**src/rtl/led_status_sequencer.sv**
```systemverilog
// Turns receiver level strobes and the fault flag into active-high LED requests:
// boot chase, idle heartbeat, strength bar graph, signal-lost blink and fault blink.
module led_status_sequencer #(
    parameter int CLK_FREQ           = 12000000,
    parameter int TICK_HZ            = 100,
    parameter int LEVEL_W            = 4,
    parameter int BOOT_STEPS         = 8,
    parameter int HB_PERIOD_TICKS    = 100,
    parameter int HB_ON_TICKS        = 10,
    parameter int LOST_TIMEOUT_TICKS = 50,
    parameter int LOST_HOLD_TICKS    = 100,
    parameter int BLINK_TICKS        = 25
) (
    input  logic               clk,
    input  logic               rst,
    input  logic               level_valid_i,
    input  logic [LEVEL_W-1:0] level_i,
    input  logic               fault_i,
    output logic [3:0]         led_o,
    output logic               led0_r_o,
    output logic               led0_g_o,
    output logic               led0_b_o
);

    localparam int TICK_DIV = CLK_FREQ / TICK_HZ;
    localparam int PRESC_W  = $clog2(TICK_DIV);
    localparam int MAX_AB   = (BOOT_STEPS > HB_PERIOD_TICKS) ? BOOT_STEPS : HB_PERIOD_TICKS;
    localparam int MAX_CD   = (LOST_TIMEOUT_TICKS > LOST_HOLD_TICKS) ? LOST_TIMEOUT_TICKS : LOST_HOLD_TICKS;
    localparam int TCNT_MAX = (MAX_AB > MAX_CD) ? MAX_AB : MAX_CD;
    localparam int TCNT_RAW = $clog2(TCNT_MAX + 1);
    // At least two bits so the boot chase can index its four positions.
    localparam int TCNT_W   = (TCNT_RAW < 2) ? 2 : TCNT_RAW;
    localparam int BLINK_W  = (BLINK_TICKS > 1) ? $clog2(BLINK_TICKS) : 1;

    typedef enum logic [2:0] {
        ST_BOOT,
        ST_IDLE,
        ST_TRACK,
        ST_LOST,
        ST_FAULT
    } state_t;

    logic [PRESC_W-1:0] presc_reg;
    logic               tick;
    logic [BLINK_W-1:0] blink_cnt_reg;
    logic               blink_reg;
    state_t             state_reg;
    logic [TCNT_W-1:0]  tcnt_reg;
    logic [3:0]         bars_reg;
    logic [3:0]         led_reg;
    logic               r_reg;
    logic               g_reg;
    logic               b_reg;
    logic [3:0]         therm;
    logic [2:0]         bar_count;
    logic               level_nz;

    assign tick      = (presc_reg == PRESC_W'(TICK_DIV - 1));
    assign level_nz  = |level_i;
    assign bar_count = {1'b0, level_i[LEVEL_W-1 -: 2]} + 3'd1;

    // Thermometer code: LED gi lit when the bar count exceeds gi.
    generate
        for (genvar gi = 0; gi < 4; gi++) begin : g_therm
            assign therm[gi] = (bar_count > 3'(gi));
        end
    endgenerate

    always_ff @(posedge clk or posedge rst) begin
        if (rst) begin
            presc_reg <= '0;
        end else if (tick) begin
            presc_reg <= '0;
        end else begin
            presc_reg <= presc_reg + PRESC_W'(1);
        end
    end

    always_ff @(posedge clk or posedge rst) begin
        if (rst) begin
            blink_cnt_reg <= '0;
            blink_reg     <= 1'b0;
        end else if (tick) begin
            if (blink_cnt_reg == BLINK_W'(BLINK_TICKS - 1)) begin
                blink_cnt_reg <= '0;
                blink_reg     <= ~blink_reg;
            end else begin
                blink_cnt_reg <= blink_cnt_reg + BLINK_W'(1);
            end
        end
    end

    always_ff @(posedge clk or posedge rst) begin
        if (rst) begin
            state_reg <= ST_BOOT;
            tcnt_reg  <= '0;
            bars_reg  <= '0;
            led_reg   <= '0;
            r_reg     <= 1'b0;
            g_reg     <= 1'b0;
            b_reg     <= 1'b0;
        end else begin
            // Decode uses pre-update values, so outputs trail state by one cycle.
            led_reg <= '0;
            r_reg   <= 1'b0;
            g_reg   <= 1'b0;
            b_reg   <= 1'b0;
            case (state_reg)
                ST_BOOT: begin
                    led_reg <= 4'b0001 << tcnt_reg[1:0];
                    b_reg   <= 1'b1;
                end
                ST_IDLE: begin
                    g_reg <= (tcnt_reg < TCNT_W'(HB_ON_TICKS));
                end
                ST_TRACK: begin
                    led_reg <= bars_reg;
                    g_reg   <= 1'b1;
                    r_reg   <= (bars_reg != 4'b1111);
                end
                ST_LOST: begin
                    led_reg <= bars_reg & {4{blink_reg}};
                    r_reg   <= blink_reg;
                end
                ST_FAULT: begin
                    r_reg <= blink_reg;
                end
                default: ;
            endcase

            if (fault_i) begin
                if (state_reg != ST_FAULT) begin
                    state_reg <= ST_FAULT;
                    tcnt_reg  <= '0;
                end else if (tick) begin
                    tcnt_reg <= tcnt_reg + TCNT_W'(1);
                end
            end else begin
                case (state_reg)
                    ST_BOOT: begin
                        if (tick) begin
                            if (tcnt_reg == TCNT_W'(BOOT_STEPS - 1)) begin
                                state_reg <= ST_IDLE;
                                tcnt_reg  <= '0;
                                bars_reg  <= '0;
                            end else begin
                                tcnt_reg <= tcnt_reg + TCNT_W'(1);
                            end
                        end
                    end
                    ST_IDLE: begin
                        if (level_valid_i && level_nz) begin
                            state_reg <= ST_TRACK;
                            bars_reg  <= therm;
                            tcnt_reg  <= '0;
                        end else if (tick) begin
                            if (tcnt_reg == TCNT_W'(HB_PERIOD_TICKS - 1)) begin
                                tcnt_reg <= '0;
                            end else begin
                                tcnt_reg <= tcnt_reg + TCNT_W'(1);
                            end
                        end
                    end
                    ST_TRACK: begin
                        if (level_valid_i) begin
                            tcnt_reg <= '0;
                            if (level_nz) begin
                                bars_reg <= therm;
                            end else begin
                                state_reg <= ST_IDLE;
                                bars_reg  <= '0;
                            end
                        end else if (tick) begin
                            if (tcnt_reg == TCNT_W'(LOST_TIMEOUT_TICKS - 1)) begin
                                state_reg <= ST_LOST;
                                tcnt_reg  <= '0;
                            end else begin
                                tcnt_reg <= tcnt_reg + TCNT_W'(1);
                            end
                        end
                    end
                    ST_LOST: begin
                        if (level_valid_i) begin
                            tcnt_reg <= '0;
                            if (level_nz) begin
                                state_reg <= ST_TRACK;
                                bars_reg  <= therm;
                            end else begin
                                state_reg <= ST_IDLE;
                                bars_reg  <= '0;
                            end
                        end else if (tick) begin
                            if (tcnt_reg == TCNT_W'(LOST_HOLD_TICKS - 1)) begin
                                state_reg <= ST_IDLE;
                                tcnt_reg  <= '0;
                                bars_reg  <= '0;
                            end else begin
                                tcnt_reg <= tcnt_reg + TCNT_W'(1);
                            end
                        end
                    end
                    ST_FAULT: begin
                        state_reg <= ST_IDLE;
                        tcnt_reg  <= '0;
                        bars_reg  <= '0;
                    end
                    default: begin
                        state_reg <= ST_BOOT;
                        tcnt_reg  <= '0;
                        bars_reg  <= '0;
                    end
                endcase
            end
        end
    end

    assign led_o    = led_reg;
    assign led0_r_o = r_reg;
    assign led0_g_o = g_reg;
    assign led0_b_o = b_reg;

endmodule

```
**config.mk**
```make
export PLATFORM = sky130hd
export DESIGN_NAME = led_status_sequencer
export DESIGN_NICKNAME = d
export VERILOG_FILES = /design/src/rtl/led_status_sequencer.sv
export SDC_FILE = /design/constraint.sdc
export NUM_CORES = 1
export LEC_CHECK = 0
export CAP_MARGIN = 10
export CORE_MARGIN = 1
export CORE_UTILIZATION = 50
export DETAILED_ROUTE_END_ITERATION = 7
export PLACE_DENSITY = 0.7
export SETUP_SLACK_MARGIN = 0.5
export SLEW_MARGIN = 20
export SYNTH_ARGS = -nofsm -noshare
export SYNTH_HDL_FRONTEND = slang
export SYNTH_SLANG_ARGS = --single-unit
```
**constraint.sdc**
```tcl
create_clock -name clk -period 1.8 [get_ports clk]
set_input_delay 0.27 -clock clk [delete_from_list [all_inputs] [get_ports clk]]
set_output_delay 0.27 -clock clk [all_outputs]
set_load 0.05 [all_outputs]
```
==> impl_metrics.ini <==
[floorplan]
floorplan.initialDensity = 0.5296
design.core.area_mm2 = 0.004817
fp.dieW_um = 73.43
num_rows = 25
dieArea_mm2 = 0.005392
dieHeight_um = 73.43
top_level_ports = 15

[global_route]
grt_pass1_vias = 2723
grt_first_pass_wirelength_mm = 13.52
global_route.usage.total = 0.3414
grt_max_degree = 33
grt_antenna_before_repair = 0
grt_overflow_total = 0

[pwr]
p_leak_nw = 1.842
vdd_ir_drop_max_mv = 0.4125
totalPowerFinal_mw = 2.980
power_density_mw_per_mm2 = 736.0

[timing]
worst_slew_pin_slew_ns = 0.4034
rsz0062_at_grt = yes
timing.final.hold_violations = 0
finalSetupViolations = 14
finalWorstSetupSlack_ns = -0.2353
finalMaxSlewViolations = 0
timing.fmax_mhz = 491.3
skew_ns = 0.01015
finalCriticalPeriod_ns = 2.035
timing.max_slew.rel_slack = 0.7300
timing.final.crit_share = 1.131

[placement]
place_inst = 402
portBuffers = 14
gp_congestion = 0.8698
hpwl_mm = 4.543

[yosys]
synth_sequential_area_ratio = 0.4316
synthCells = 279
synth_cell_types = 54
syn-mean-instance-area_um2 = 9.144
synthesized_area_mm2 = 0.002551
yosys_most_used_dff = dfrtp_1
postSynthNetCount = 294
synth.yosys.warnings = 0
synth-async-reset-ratio = 1.000
postSynthRegisterBits = 44
synth-edff-count = 0

[layout]
fin_util = 0.8405
antenna_cells = 0
fillerInstances = 242
nNetsFinal = 395
regArea_mm2 = 0.001102
drive_gt1_frac = 0.4803
fin_cells = 448
layout_common_cells = 63 x buf_4, 43 x dfrtp_1, 32 x buf_6
largest_register_ff_count = 17
area.growth.synth_to_final_pct = 58.71
mostFrequentLayoutCell = buf_4
multi_input_area_mm2 = 0.001725

[routing]
drc = 0
final_antenna_net_count = 0
route.final.wire_length_mm = 9.400
routedWlPerCell_um = 20.98
dr_total_vias = 2855
first_pass_iters = 6
route.detailed.vias_per_inst = 6.373
initialDrtViolationCount = 349

[critical_path]
cp_slowest_stage_delay_ns = 0.47
critical_path.cell_chain = inv_1 -> nor2_1 -> a21oi_1 -> a211o_1 -> nand3_4 -> mux2_4
endpoint_kind = flip-flop
cp_data_required_time_ns = 2.01
crit_buf_inv = 1
worst_path_dominant_cell_family = compound AO/OA/AOI/OAI gates
crit_type = flip-flop to flip-flop
timing.critical_path.fanout_max = 5
critical_path.startpoint_type = flip-flop
worst_path_max_delay_cell = dfrtp_2
cp.arrival_ns = 2.24

[cts]
cts_sinks = 44
cts-htree-levels = 2
post_cts_hold_buffer_count = 0
root_buffer = clkbuf_8
clkLatencyLatePin_ns = 0.31
cts_inserted_buffers = 5
tritoncts = yes
clk_path_buf_depth = 2
worst_path_clk_slew_ns = 0.10

[job]
drv.max_cap_violation_count = 0

[outcome]
violations = setup timing
status = finished, violations left

[min_path]
worst_min_delay_path_category = primary input to asynchronous set/reset pin
-- metrics by stage --
stage | TNS, ns | cell area, um2 | hold slack [ns] | setup WS (ns)
6_report | -2.117 | 4049 | 0.2688 | -0.2353
5_1_grt | -2.733 | 4049 | 0.2923 | -0.2469
4_1_cts | -0.5867 | 3842 | 0.2841 | -0.09229
3_5_place_dp | -5.326 | 3244 | 0.5063 | -0.5242
3_3_place_gp | -5.154 | 3244 | 0.4995 | -0.4918
2_1_floorplan | -0.1685 | 2679 | 0.2742 | -0.09715
-- cells in the mapped netlist, drive strengths merged, types with 3 or more instances --
master,number,area share
nor2,28,0.041
and4,3,0.010
and3,6,0.015
clkbuf,10,0.015
a31oi,4,0.016
nor3,6,0.012
xnor2,4,0.014
o211ai,5,0.019
o21ai,14,0.032
or3,3,0.0074
inv,11,0.016
xor2,11,0.038
nand3,16,0.035
dfrtp,44,0.43
buf,7,0.013
or2,3,0.0074
a32oi,5,0.017
mux2,5,0.022
a21oi,12,0.025
ha,7,0.034
nand2,32,0.050
a21o,3,0.0088
nand4,10,0.025
-- what timing repair did --
| item | in CTS | in global routing |
|---|---|---|
| gates resized for setup | 83 | 46 |
| buffers inserted | 27 | 11 |
| pin swaps | 42 | 26 |
| hold endpoints to repair | 0 | 0 |
| setup endpoints to repair | 43 | 46 |
-- path summary, 6_finish.rpt --
path | from | endpoint | slack [ns] | cells past startpoint
min reg2reg | blink_cnt_reg[4] | blink_cnt_reg[4] | 0.56 | 1
max | state_reg[1] | bars_reg[3] | -0.24 | 6
max reg2reg | state_reg[1] | bars_reg[3] | -0.24 | 6
max in group asynchronous | rst | state_reg[1] | 1.06 | 3
min | rst | presc_reg[16] | 0.27 | 2
min in group clk | level_i[3] | bars_reg[2] | 0.52 | 4
-- kinds of logic (layout without fill, tap and decap cells) --
family                   Yosys count  in the layout  synth area share
XOR/XNOR                          15             15           0.05149
adder cells (fa/ha/maj)            7              7           0.03433
multiplexers                       7              7           0.02992
AND/OR/NAND/NOR                  120            120            0.2403
AO/OA/AOI/OAI                     58             58            0.1682
buffers and inverters             28            130           0.04414
flip-flops                        44             44            0.4316
-- final cells by class --
class / instances / share of cell area
multi-input combinational: 207 / 0.4261
clock buffer: 5 / 0.01700
inverter: 11 / 0.01112
sequential: 44 / 0.2723
timing repair buffer: 111 / 0.2413
clock inverter: 3 / 0.01143
tap: 67 / 0.02070
-- per-layer routing --
metal	vias up	share of wire	global-route usage
met4	0	0.051	0.1923
met3	59	0.085	0.07956
met1	1409	0.38	0.4065
met5	-	0	0
li1	1203	-	-
met2	184	0.48	0.5679
-- worst register-to-register path, stage by stage (launching register included) --
cell,delay [ns]
dfrtp_2,0.47
inv_1,0.16
nor2_1,0.31
a21oi_1,0.20
a211o_1,0.36
nand3_4,0.13
mux2_4,0.31
-- report_power, final --
| part | switching, mW | internal [mW] |
|---|---|---|
| registers | 0.0855 | 1.06 |
| logic | 0.601 | 0.424 |
| clock network | 0.391 | 0.419 |
| total | 1.08 | 1.90 |
No activity file was read; power rests on OpenSTA's default activity.
